$ cat src/rtl/nf10_upb_reset_sequencer.sv
// Reset sequencer: synchronises lock/ready flags, waits for them to be stable, then releases
// reset domains one at a time in ascending order. Any lock loss re-asserts every domain.
module nf10_upb_reset_sequencer #(
    parameter int unsigned              NUM_LOCKS     = 2,
    parameter logic [NUM_LOCKS-1:0]     LOCK_MASK     = '1,
    parameter int unsigned              NUM_DOMAINS   = 3,
    parameter int unsigned              HOLD_CYCLES   = 16,
    parameter int unsigned              STABLE_CYCLES = 32,
    parameter int unsigned              STAGE_DELAY   = 8,
    parameter int unsigned              LOCK_TIMEOUT  = 1024,
    parameter int unsigned              CNT_W         = 8
) (
    input  logic                   clk_in,
    input  logic                   async_reset_in_n,
    input  logic [NUM_LOCKS-1:0]   locked_in,
    output logic [NUM_DOMAINS-1:0] reset_out,
    output logic [NUM_DOMAINS-1:0] reset_n_out,
    output logic                   all_released_out,
    output logic [2:0]             state_out,
    output logic                   timeout_out,
    output logic [CNT_W-1:0]       lock_lost_count_out
);

    localparam int unsigned MAX_HS  = (HOLD_CYCLES > STABLE_CYCLES) ? HOLD_CYCLES : STABLE_CYCLES;
    localparam int unsigned MAX_CYC = (MAX_HS > STAGE_DELAY) ? MAX_HS : STAGE_DELAY;
    localparam int unsigned CW      = $clog2(MAX_CYC + 1);
    localparam int unsigned TW      = (LOCK_TIMEOUT > 0) ? $clog2(LOCK_TIMEOUT + 1) : 1;

    typedef enum logic [2:0] {
        StHold      = 3'd0,
        StWaitLock  = 3'd1,
        StStabilize = 3'd2,
        StRelease   = 3'd3,
        StRun       = 3'd4
    } state_e;

    logic [NUM_LOCKS-1:0]   sync1_q, sync2_q;
    logic                   locks_ok;

    state_e                 state_q, state_d;
    logic [CW-1:0]          cnt_q, cnt_d;
    logic [TW-1:0]          tcnt_q, tcnt_d;
    logic [NUM_DOMAINS-1:0] rst_q, rst_d;
    logic [NUM_DOMAINS-1:0] rst_n_q;
    logic                   all_rel_q, all_rel_d;
    logic                   timeout_q, timeout_d;
    logic [CNT_W-1:0]       lost_q, lost_d;

    always_ff @(posedge clk_in or negedge async_reset_in_n) begin
        if (!async_reset_in_n) begin
            sync1_q <= '0;
            sync2_q <= '0;
        end else begin
            sync1_q <= locked_in;
            sync2_q <= sync1_q;
        end
    end

    // Masked-off inputs count as locked.
    assign locks_ok = &(sync2_q | ~LOCK_MASK);

    always_comb begin
        state_d   = state_q;
        cnt_d     = cnt_q;
        tcnt_d    = tcnt_q;
        rst_d     = rst_q;
        all_rel_d = all_rel_q;
        timeout_d = timeout_q;
        lost_d    = lost_q;

        if ((state_q == StRelease || state_q == StRun) && !locks_ok) begin
            // Loss beats any release scheduled for this edge.
            state_d   = StHold;
            cnt_d     = '0;
            rst_d     = '1;
            all_rel_d = 1'b0;
            if (lost_q != '1) begin
                lost_d = lost_q + CNT_W'(1);
            end
        end else begin
            case (state_q)
                StHold: begin
                    if (cnt_q == CW'(HOLD_CYCLES)) begin
                        state_d = StWaitLock;
                        cnt_d   = '0;
                    end else begin
                        cnt_d = cnt_q + CW'(1);
                    end
                end
                StWaitLock: begin
                    if (locks_ok) begin
                        state_d = StStabilize;
                        cnt_d   = '0;
                        tcnt_d  = '0;
                    end else if (LOCK_TIMEOUT != 0 && tcnt_q != TW'(LOCK_TIMEOUT)) begin
                        tcnt_d = tcnt_q + TW'(1);
                        if (tcnt_q == TW'(LOCK_TIMEOUT - 1)) begin
                            timeout_d = 1'b1;
                        end
                    end
                end
                StStabilize: begin
                    if (!locks_ok) begin
                        state_d = StWaitLock;
                        cnt_d   = '0;
                    end else if (cnt_q == CW'(STABLE_CYCLES - 1)) begin
                        cnt_d   = '0;
                        rst_d   = rst_q << 1;
                        state_d = StRelease;
                        if (rst_d == '0) begin
                            state_d   = StRun;
                            all_rel_d = 1'b1;
                        end
                    end else begin
                        cnt_d = cnt_q + CW'(1);
                    end
                end
                StRelease: begin
                    // Released domains are the low zeros of rst_q; shifting keeps release in order.
                    if (cnt_q == CW'(STAGE_DELAY - 1)) begin
                        cnt_d = '0;
                        rst_d = rst_q << 1;
                        if (rst_d == '0) begin
                            state_d   = StRun;
                            all_rel_d = 1'b1;
                        end
                    end else begin
                        cnt_d = cnt_q + CW'(1);
                    end
                end
                StRun: begin
                    state_d = StRun;
                end
                default: begin
                    state_d   = StHold;
                    cnt_d     = '0;
                    rst_d     = '1;
                    all_rel_d = 1'b0;
                end
            endcase
        end
    end

    always_ff @(posedge clk_in or negedge async_reset_in_n) begin
        if (!async_reset_in_n) begin
            state_q   <= StHold;
            cnt_q     <= '0;
            tcnt_q    <= '0;
            rst_q     <= '1;
            rst_n_q   <= '0;
            all_rel_q <= 1'b0;
            timeout_q <= 1'b0;
            lost_q    <= '0;
        end else begin
            state_q   <= state_d;
            cnt_q     <= cnt_d;
            tcnt_q    <= tcnt_d;
            rst_q     <= rst_d;
            rst_n_q   <= ~rst_d;
            all_rel_q <= all_rel_d;
            timeout_q <= timeout_d;
            lost_q    <= lost_d;
        end
    end

    assign reset_out           = rst_q;
    assign reset_n_out         = rst_n_q;
    assign all_released_out    = all_rel_q;
    assign state_out           = state_q;
    assign timeout_out         = timeout_q;
    assign lock_lost_count_out = lost_q;

endmodule

$ cat config.mk
export PLATFORM = sky130hd
export DESIGN_NAME = nf10_upb_reset_sequencer
export DESIGN_NICKNAME = d
export VERILOG_FILES = /design/src/rtl/nf10_upb_reset_sequencer.sv
export SDC_FILE = /design/constraint.sdc
export NUM_CORES = 1
export LEC_CHECK = 0
export ABC_AREA = 0
export CORE_UTILIZATION = 35
export DETAILED_ROUTE_END_ITERATION = 8
export PLACE_DENSITY_LB_ADDON = 0.1
export SLEW_MARGIN = 10
export SYNTH_ARGS = -nofsm -noshare
export SYNTH_HDL_FRONTEND = slang
export SYNTH_SLANG_ARGS = --single-unit
$ cat constraint.sdc
create_clock -name clk_in -period 1.9 [get_ports clk_in]
set_input_delay 0.38 -clock clk_in [delete_from_list [all_inputs] [get_ports clk_in]]
set_output_delay 0.38 -clock clk_in [all_outputs]
set_load 0.1 [all_outputs]
==> results of run 1 <==
[routing by layer]
layer  vias to the layer above  share of wire, %
met3                         2               3.9
li1                        911                 -
met4                         0              0.81
met5                         -                 0
met2                        37                44
met1                       874                51
[metrics by stage]
| step | total power (uW) | setup slack [ns] | utilization (%) |
|---|---|---|---|
| floorplan | 1790 | 0.00556 | - |
| global placement | 2020 | 0.112 | 45.7 |
| detailed placement | 2030 | 0.0907 | 45.7 |
| CTS | 3020 | 0.0703 | 48.4 |
| global route | 3210 | 0.00628 | 49.0 |
| finish | 3040 | 0.106 | 49.0 |
[path summary, 6_finish.rpt]
kind                                   from           end  cells past startpoint
max                                cnt_q[0]      cnt_q[3]                      6
min                        async_reset_in_n     tcnt_q[3]                      1
max in group asynchronous  async_reset_in_n  state_out[1]                      2
max reg2reg                        cnt_q[0]      cnt_q[3]                      6
min in group clk_in              sync1_q[0]    sync2_q[0]                      0
min reg2reg                      sync1_q[0]    sync2_q[0]                      0
[cell type report]
type	instances	area [um^2]
inverter	10	37.5
sequential	40	1020
timing repair buffer	37	493
multi-input combinational	172	1150
fill	610	3070
clock buffer	5	68.8
tap	75	93.8
clock inverter	3	90.1
[flip-flops by register name, summed over array words and instances (netlist names)]
name	count
sync2_q	2
tcnt_q	11
state_out	3
timeout_out	1
reset_out	3
reset_n_out	3
cnt_q	6
sync1_q	2
lock_lost_count_out	8
all_released_out	1
[where the power goes]
part / leakage [uW] / switching [uW] / internal (uW)
combinational: 0.000712 / 504 / 427
sequential: 0.000520 / 171 / 963
clock: 0.0000784 / 318 / 657
[worst register-to-register path, stage by stage (launching register included)]
cell and delay, ns:
dfrtp_1 0.40, ha_2 0.22, nand3b_1 0.13, o311a_1 0.34
o31a_1 0.27, a21o_1 0.16, a21o_1 0.16
[logic make-up after synthesis]
logic type / after synthesis / synth area share, %
buffers and inverters: 19 / 4.15
adder cells (fa/ha/maj): 5 / 2.80
XOR/XNOR: 9 / 3.53
AND/OR/NAND/NOR: 93 / 22.3
multiplexers: 2 / 1.01
AO/OA/AOI/OAI: 63 / 21.2
flip-flops: 40 / 45.0
[what timing repair did]
item / in CTS / in global routing
buffers inserted: 0 / 3
resized for setup: 0 / 3
setup endpoints to repair: 0 / 5
hold buffers: 0 / 0
[placed cells by master, fill, tap and decap left out, types with 3 or more instances in the layout]
cell type,n
clkbuf_8,5
nand3_1,9
nand2b_1,3
dfrtp_2,3
o31ai_1,6
ha_1,4
buf_12,17
nor3_1,5
a31oi_1,4
buf_4,17
a311oi_1,3
a21oi_1,7
or3_1,3
dfrtp_1,33
a21o_1,4
a22o_1,3
or2_2,3
nand2_1,24
inv_1,9
bufinv_16,3
o21ai_0,15
nor2_1,18
nand4_1,7
and3_1,3
xnor2_1,7
==> metrics.txt, run 1 <==
setup TNS=0 ns; post-synthesis sequential area ratio=45.0%; Global Route Usage Sum=16.7%; CP Data Required Time=2.09 ns; share of layout cells above drive strength 1=26.2%; Async S/R FF share, synth=100%; hold slack=0.0188 ns; cell repeated most along the worst path=a21o_1; grt peak-use layer=met1; clk root buf=clkbuf_8; syn_area_per_cell=9.66 um^2; Startpoint Class=flop; vias in the first global route=1682; count leader, synth=dfrtp_1; drt drc=0; Worst path slowest cell=dfrtp_1; Starting Density=37.0%; critical path's top delay family=compound AO/OA/AOI/OAI gates; Final Net Count=275; Pleak=0.00131 uW; Final Critical Period=1.79 ns; first-pass GRT wire length=8380 um; met3 GRT Util=4.89%; Max clock buf depth=2; final instance area=2950 um^2; critical-path cell list=ha_2, nand3b_1, o311a_1, o31a_1, a21o_1, a21o_1; CTS sink cnt=40; largest area contributor in the netlist=dfrtp_1; CP Data Arrival Time=1.99 ns; clock skew=0.00672 ns; TritonCTS clock tree=done; synth cell count leaders=dfrtp_1 (37), nand2_1 (24), nor2_1 (18); number of buffers added on ports=22; Vias/cell=5.33; Cell Count, Final, Fillers Out=342; Post-synth EDFFs=0; ys flop type=dfrtp_1; Pins Over Slew Limit=0; die width=81.9 um; Inserted Diodes=0; placed instance count=331; Reg clk slew, reported paths=0.08 ns; area of the core=6030 um^2; detailed placement HPWL=3510 um; setup repair after global routing missed its margin=no; GPL Wtd Cong=0.813; syn nets=240; Global Route met1 Usage=24.6%; First DRT Iteration DRCs=121; CP endpoint kind=flop; total gr overflow=0; Power per Cell Area=1030 nW/um^2; worst slew pin tran=0.446 ns; Fmax=0.557 GHz; crit path buf inv count=0; Tcrit/Tclk final=94.4%; synthesized flop and latch total=40; r2r setup slk=0.11 ns; Yosys warnings=0; worst-path fanout max=4; routed via count=1824; Max-Cap Viols=0; number of CTS-inserted buffers=5; cell area after synthesis=2230 um^2; slowest stage delay, CP=0.40 ns; Finish-stage setup viols=0; clk_lat worst skew=0.29 ns; initial antenna violation count=0; Die Area=6700 um^2; router iterations before antenna repair=4; Distinct cells, synth=58; largest net degree at the start of global routing=23; met2 GRT Util=23.2%; top cells by area, synth=dfrtp_1 (41%), nand2_1 (4.0%), dfstp_2 (3.5%); Synth top area share=41.5%; Min-Delay Path Class=input pin to asynchronous set/reset pin; remaining antenna violation count=0; Slew HR=70.3%; Mapped Cells=231; Final Hold Fails=0; routed len/inst=14.4 um; post-placement cell area=2760 um^2; I/O pin count=23; H-Tree Depth=2; detailed-route wire length=4920 um; Site Rows=28; Area growth syn-to-layout=32.2%; status=finished, final reports clean; critical path class=flop to flop; die height=81.9 um; maximum vdd drop=642 uV
Note: power is estimated with default switching activity, not from simulation.
==> run 2, diff against run 1 <==
Settings changed: CORE_UTILIZATION 35 to 55.
==> metrics.txt, run 2 (synthesis results as in run 1) <==
Final Net Count=272; CP Data Arrival Time=2.02 ns; Reg clk slew, reported paths=0.08 ns; clock skew=0.00604 ns; number of buffers added on ports=22; routed via count=1880; Power Total=2830 uW; most common cell after layout, fill and taps aside=dfrtp_1; Slew HR=51.2%; Pleak=0.00128 uW; Starting Density=59.2%; detailed-route wire length=4790 um; router iterations before antenna repair=4; die height=65.7 um; Area growth syn-to-layout=27.3%; clk_lat worst skew=0.29 ns; slowest stage delay, CP=0.45 ns; CP Data Required Time=2.08 ns; GPL Wtd Cong=0.888; number of CTS-inserted buffers=5; drt drc=0; clk root buf=clkbuf_8; worst slew pin tran=0.732 ns; Inserted Diodes=0; TritonCTS clock tree=done; Tcrit/Tclk final=96.9%; max reg flops=11; CP endpoint kind=flop; die width=65.7 um; Site Rows=22; Final Hold Fails=0; Pins Over Slew Limit=0; Largest Register=tcnt_q; maximum vdd drop=735 uV; critical path class=flop to flop; share of layout cells above drive strength 1=25.8%; cell repeated most along the worst path=a21o_1; total gr overflow=0; Power per Cell Area=997 nW/um^2; r2r setup slk=0.06 ns; I/O pin count=23; CTS sink cnt=40; critical-path cell list=ha_4, nand3b_1, o311a_1, o31a_1, a21o_1, a21o_1; Max clock buf depth=2; Finish-stage setup viols=0; Max-Cap Viols=0; setup repair after global routing missed its margin=yes; setup TNS=0 ns; area of the core=3770 um^2; worst-path fanout max=5; Fmax=0.543 GHz; commonest cells after routing, fill and taps aside=dfrtp_1 (33), nand2_1 (24), nor2_1 (18); status=finished, final reports clean; Final Critical Period=1.84 ns; Die Area=4320 um^2; remaining antenna violation count=0; Global Route Usage Sum=25.3%; crit path buf inv count=0; largest net degree at the start of global routing=33; critical path's top delay family=compound AO/OA/AOI/OAI gates; detailed placement HPWL=3270 um; Startpoint Class=flop; Vias/cell=6.03; initial antenna violation count=0; first-pass GRT wire length=8290 um; vias in the first global route=1778; H-Tree Depth=2; Min-Delay Path Class=input pin to asynchronous set/reset pin; First DRT Iteration DRCs=153; routed len/inst=15.3 um; Worst path slowest cell=dfrtp_1
## run 2: changes by cell type in the layout (fill, tap and decap cells not counted), sizes merged
cell	delta
bufinv	-2
clkbuf	+2
buf	-3
## run 2: through the flow
step / cell area, um^2 / setup slack (ns) / hold slack [ns] / cells / utilization [%]
floorplan: 2260 / 0.00556 / 0.0844 / 231 / -
global route: 2840 / -0.0416 / 0.192 / 312 / 75.3
detailed placement: 2670 / 0.0620 / 0.336 / 302 / 70.8
CTS: 2800 / 0.0480 / 0.157 / 310 / 74.2
finish: 2840 / 0.0585 / 0.144 / 312 / 75.3
global placement: 2670 / 0.134 / 0.332 / 302 / 70.8
## run 2: routing by layer
metal	vias up	wire length [um]	track usage, %
met4	0	75	10.3
met5	-	0	0
met2	58	2230	38.1
li1	903	-	-
met1	908	2290	35.7
met3	11	197	4.69
## run 2: timing repair
action | 4_1_cts | 5_1_grt
hold buffers | 0 | 0
endpoints found under the hold margin | 0 | 0
endpoints found under the setup margin | 0 | 10
resized for setup | 0 | 5
setup buffers | 0 | 2
## run 2: path summary, 6_finish.rpt
path                                  start         end  cells past startpoint
max                                cnt_q[0]    cnt_q[3]                      6
min                        async_reset_in_n   tcnt_q[3]                      1
max reg2reg                        cnt_q[0]    cnt_q[3]                      6
min reg2reg                      sync1_q[0]  sync2_q[0]                      0
max in group asynchronous  async_reset_in_n  sync2_q[1]                      2
min in group clk_in              sync1_q[0]  sync2_q[0]                      0
## run 2: cell type report
class | count | area [um^2]
Fill cell | 255 | 930
Multi-Input combinational cell | 172 | 1160
Clock inverter | 1 | 30.0
Tap cell | 48 | 60.1
Inverter | 10 | 37.5
Sequential cell | 40 | 1020
Timing Repair Buffer | 34 | 433
Clock buffer | 7 | 96.3
## run 2: where the power goes
part	total [uW]	internal [uW]	leakage, uW	switching [uW]
Clock	759	463	0.0000645	295
Sequential	1150	964	0.000520	184
Combinational	927	413	0.000692	514
Total	2830	1840	0.00128	994
## run 2: worst register-to-register path, stage by stage (launching register included)
cell and delay, ns:
dfrtp_1 0.45, ha_4 0.18, nand3b_1 0.12, o311a_1 0.34, o31a_1 0.32, a21o_1 0.16
a21o_1 0.17
==> run 3, diff against run 2 <==
Settings changed: CORE_ASPECT_RATIO from default to 1.5, HOLD_SLACK_MARGIN from default to 0.06.
==> metrics.txt, run 3 (synthesis results as in run 1) <==
CP Data Arrival Time=2.01 ns; r2r worst-path depth=6; area of the core=3920 um^2; status=complete, but fails checks; Starting Density=56.9%; Min-Delay Path Class=flop to flop; cell repeated most along the worst path=a21o_1; remaining antenna violation count=0; slowest stage delay, CP=0.42 ns; vias in the first global route=1774; Tcrit/Tclk final=95.5%; clk root buf=clkbuf_8; setup TNS=0 ns; most common cell after layout, fill and taps aside=dfrtp_1; Worst path slowest cell=dfrtp_1; Pleak=0.00126 uW; routed via count=1871; critical path's top delay family=compound AO/OA/AOI/OAI gates; detailed-route wire length=4710 um; worst slew pin tran=0.453 ns; maximum vdd drop=792 uV; postcts setup bufs=0; detailed placement HPWL=3450 um; CTS sink cnt=40; H-Tree Depth=2; worst-path fanout max=5; critical-path cell list=ha_2, nand3b_1, o311a_1, o31a_1, a21o_1, a21o_1; failing checks=DRC; setup repair after global routing missed its margin=no; CP endpoint kind=flop; number of CTS-inserted buffers=5; share of layout cells above drive strength 1=25.1%; Vias/cell=6.07; drt drc=1; clk_lat worst skew=0.30 ns; worst setup path endpoint=cnt_q[3]; largest net degree at the start of global routing=22; GPL Wtd Cong=0.836; initial antenna violation count=0; Reg clk slew, reported paths=0.08 ns; Worst R2R Start=cnt_q[0]; RR Endpoint=cnt_q[3]; Final Critical Period=1.81 ns; Fmax=0.551 GHz; Final Net Count=271; Cell Count, Final, Fillers Out=308; Max-Cap Viols=0; stages on the worst setup path=6; Site Rows=28; Startpoint Class=flop; Max clock buf depth=2; crit path buf inv count=0; clock skew=0.00470 ns; Largest Register=tcnt_q; die height=80.0 um; TritonCTS clock tree=done; critical path class=flop to flop; router iterations before antenna repair=6; Finish-stage setup viols=0; placed instance count=299; max reg flops=11; number of buffers added on ports=22; Power per Cell Area=974 nW/um^2; Pins Over Slew Limit=0; Area growth syn-to-layout=27.1%; First DRT Iteration DRCs=55; Slew HR=69.4%; Global Route Usage Sum=24.7%; die width=54.0 um; Critical path origin=cnt_q[0]; routed len/inst=15.3 um; I/O pin count=23; total gr overflow=0; CP Data Required Time=2.10 ns; commonest cells after routing, fill and taps aside=dfrtp_1 (33), nand2_1 (24), nor2_1 (18); Inserted Diodes=0; Final Hold Fails=0; Die Area=4320 um^2; first-pass GRT wire length=7930 um; r2r setup slk=0.09 ns
==> run 3: worst min path at each step <==
stage,startpoint,slack [ns],cells past startpoint,to
after floorplan,async_reset_in_n,0.08,0,all_released_out
after global placement,sync1_q[1],0.33,0,sync2_q[1]
after detailed placement,sync1_q[0],0.34,0,sync2_q[0]
after CTS,sync1_q[0],0.36,0,sync2_q[0]
after global routing,sync1_q[1],0.38,0,sync2_q[1]
final,sync1_q[0],0.36,0,sync2_q[0]
==> run 3: timing repair <==
item	in CTS	in global routing
hold endpoints to repair	18	0
endpoints found under the setup margin	0	7
hold buffers	1	0
gates resized for setup	0	4
==> run 3: stage by stage <==
stage	hold slack, ns	setup WS [ns]	area [um^2]	utilization [%]	total power [uW]
2_1_floorplan	0.0844	0.00556	2260	-	1790
3_3_place_gp	0.334	0.138	2690	68.6	2000
3_5_place_dp	0.342	0.0741	2690	68.6	2020
4_1_cts	0.363	0.0543	2820	71.8	2760
5_1_grt	0.379	0.0110	2840	72.3	2910
6_report	0.359	0.0861	2840	72.3	2760
==> run 3: area by class of cell <==
type	count	area, um^2
Clock buffer	5	68.8
Clock inverter	3	46.3
Fill cell	308	1090
Inverter	10	37.5
Multi-Input combinational cell	172	1150
Sequential cell	40	1020
Tap cell	45	56.3
Timing Repair Buffer	33	453
==> run 3: per-layer routing <==
| layer | routed length, um | track usage (%) | up-vias |
|---|---|---|---|
| met2 | 2440 | 43.0 | 50 |
| met1 | 1960 | 29.0 | 908 |
| met4 | 124 | 8.21 | 0 |
| li1 | - | - | 900 |
| met5 | 0 | 0 | - |
| met3 | 188 | 5.33 | 13 |
==> run 3: power breakdown <==
part | switching [uW] | internal, uW
Combinational | 486 | 397
Clock | 337 | 396
Sequential | 185 | 963
Total | 1010 | 1760
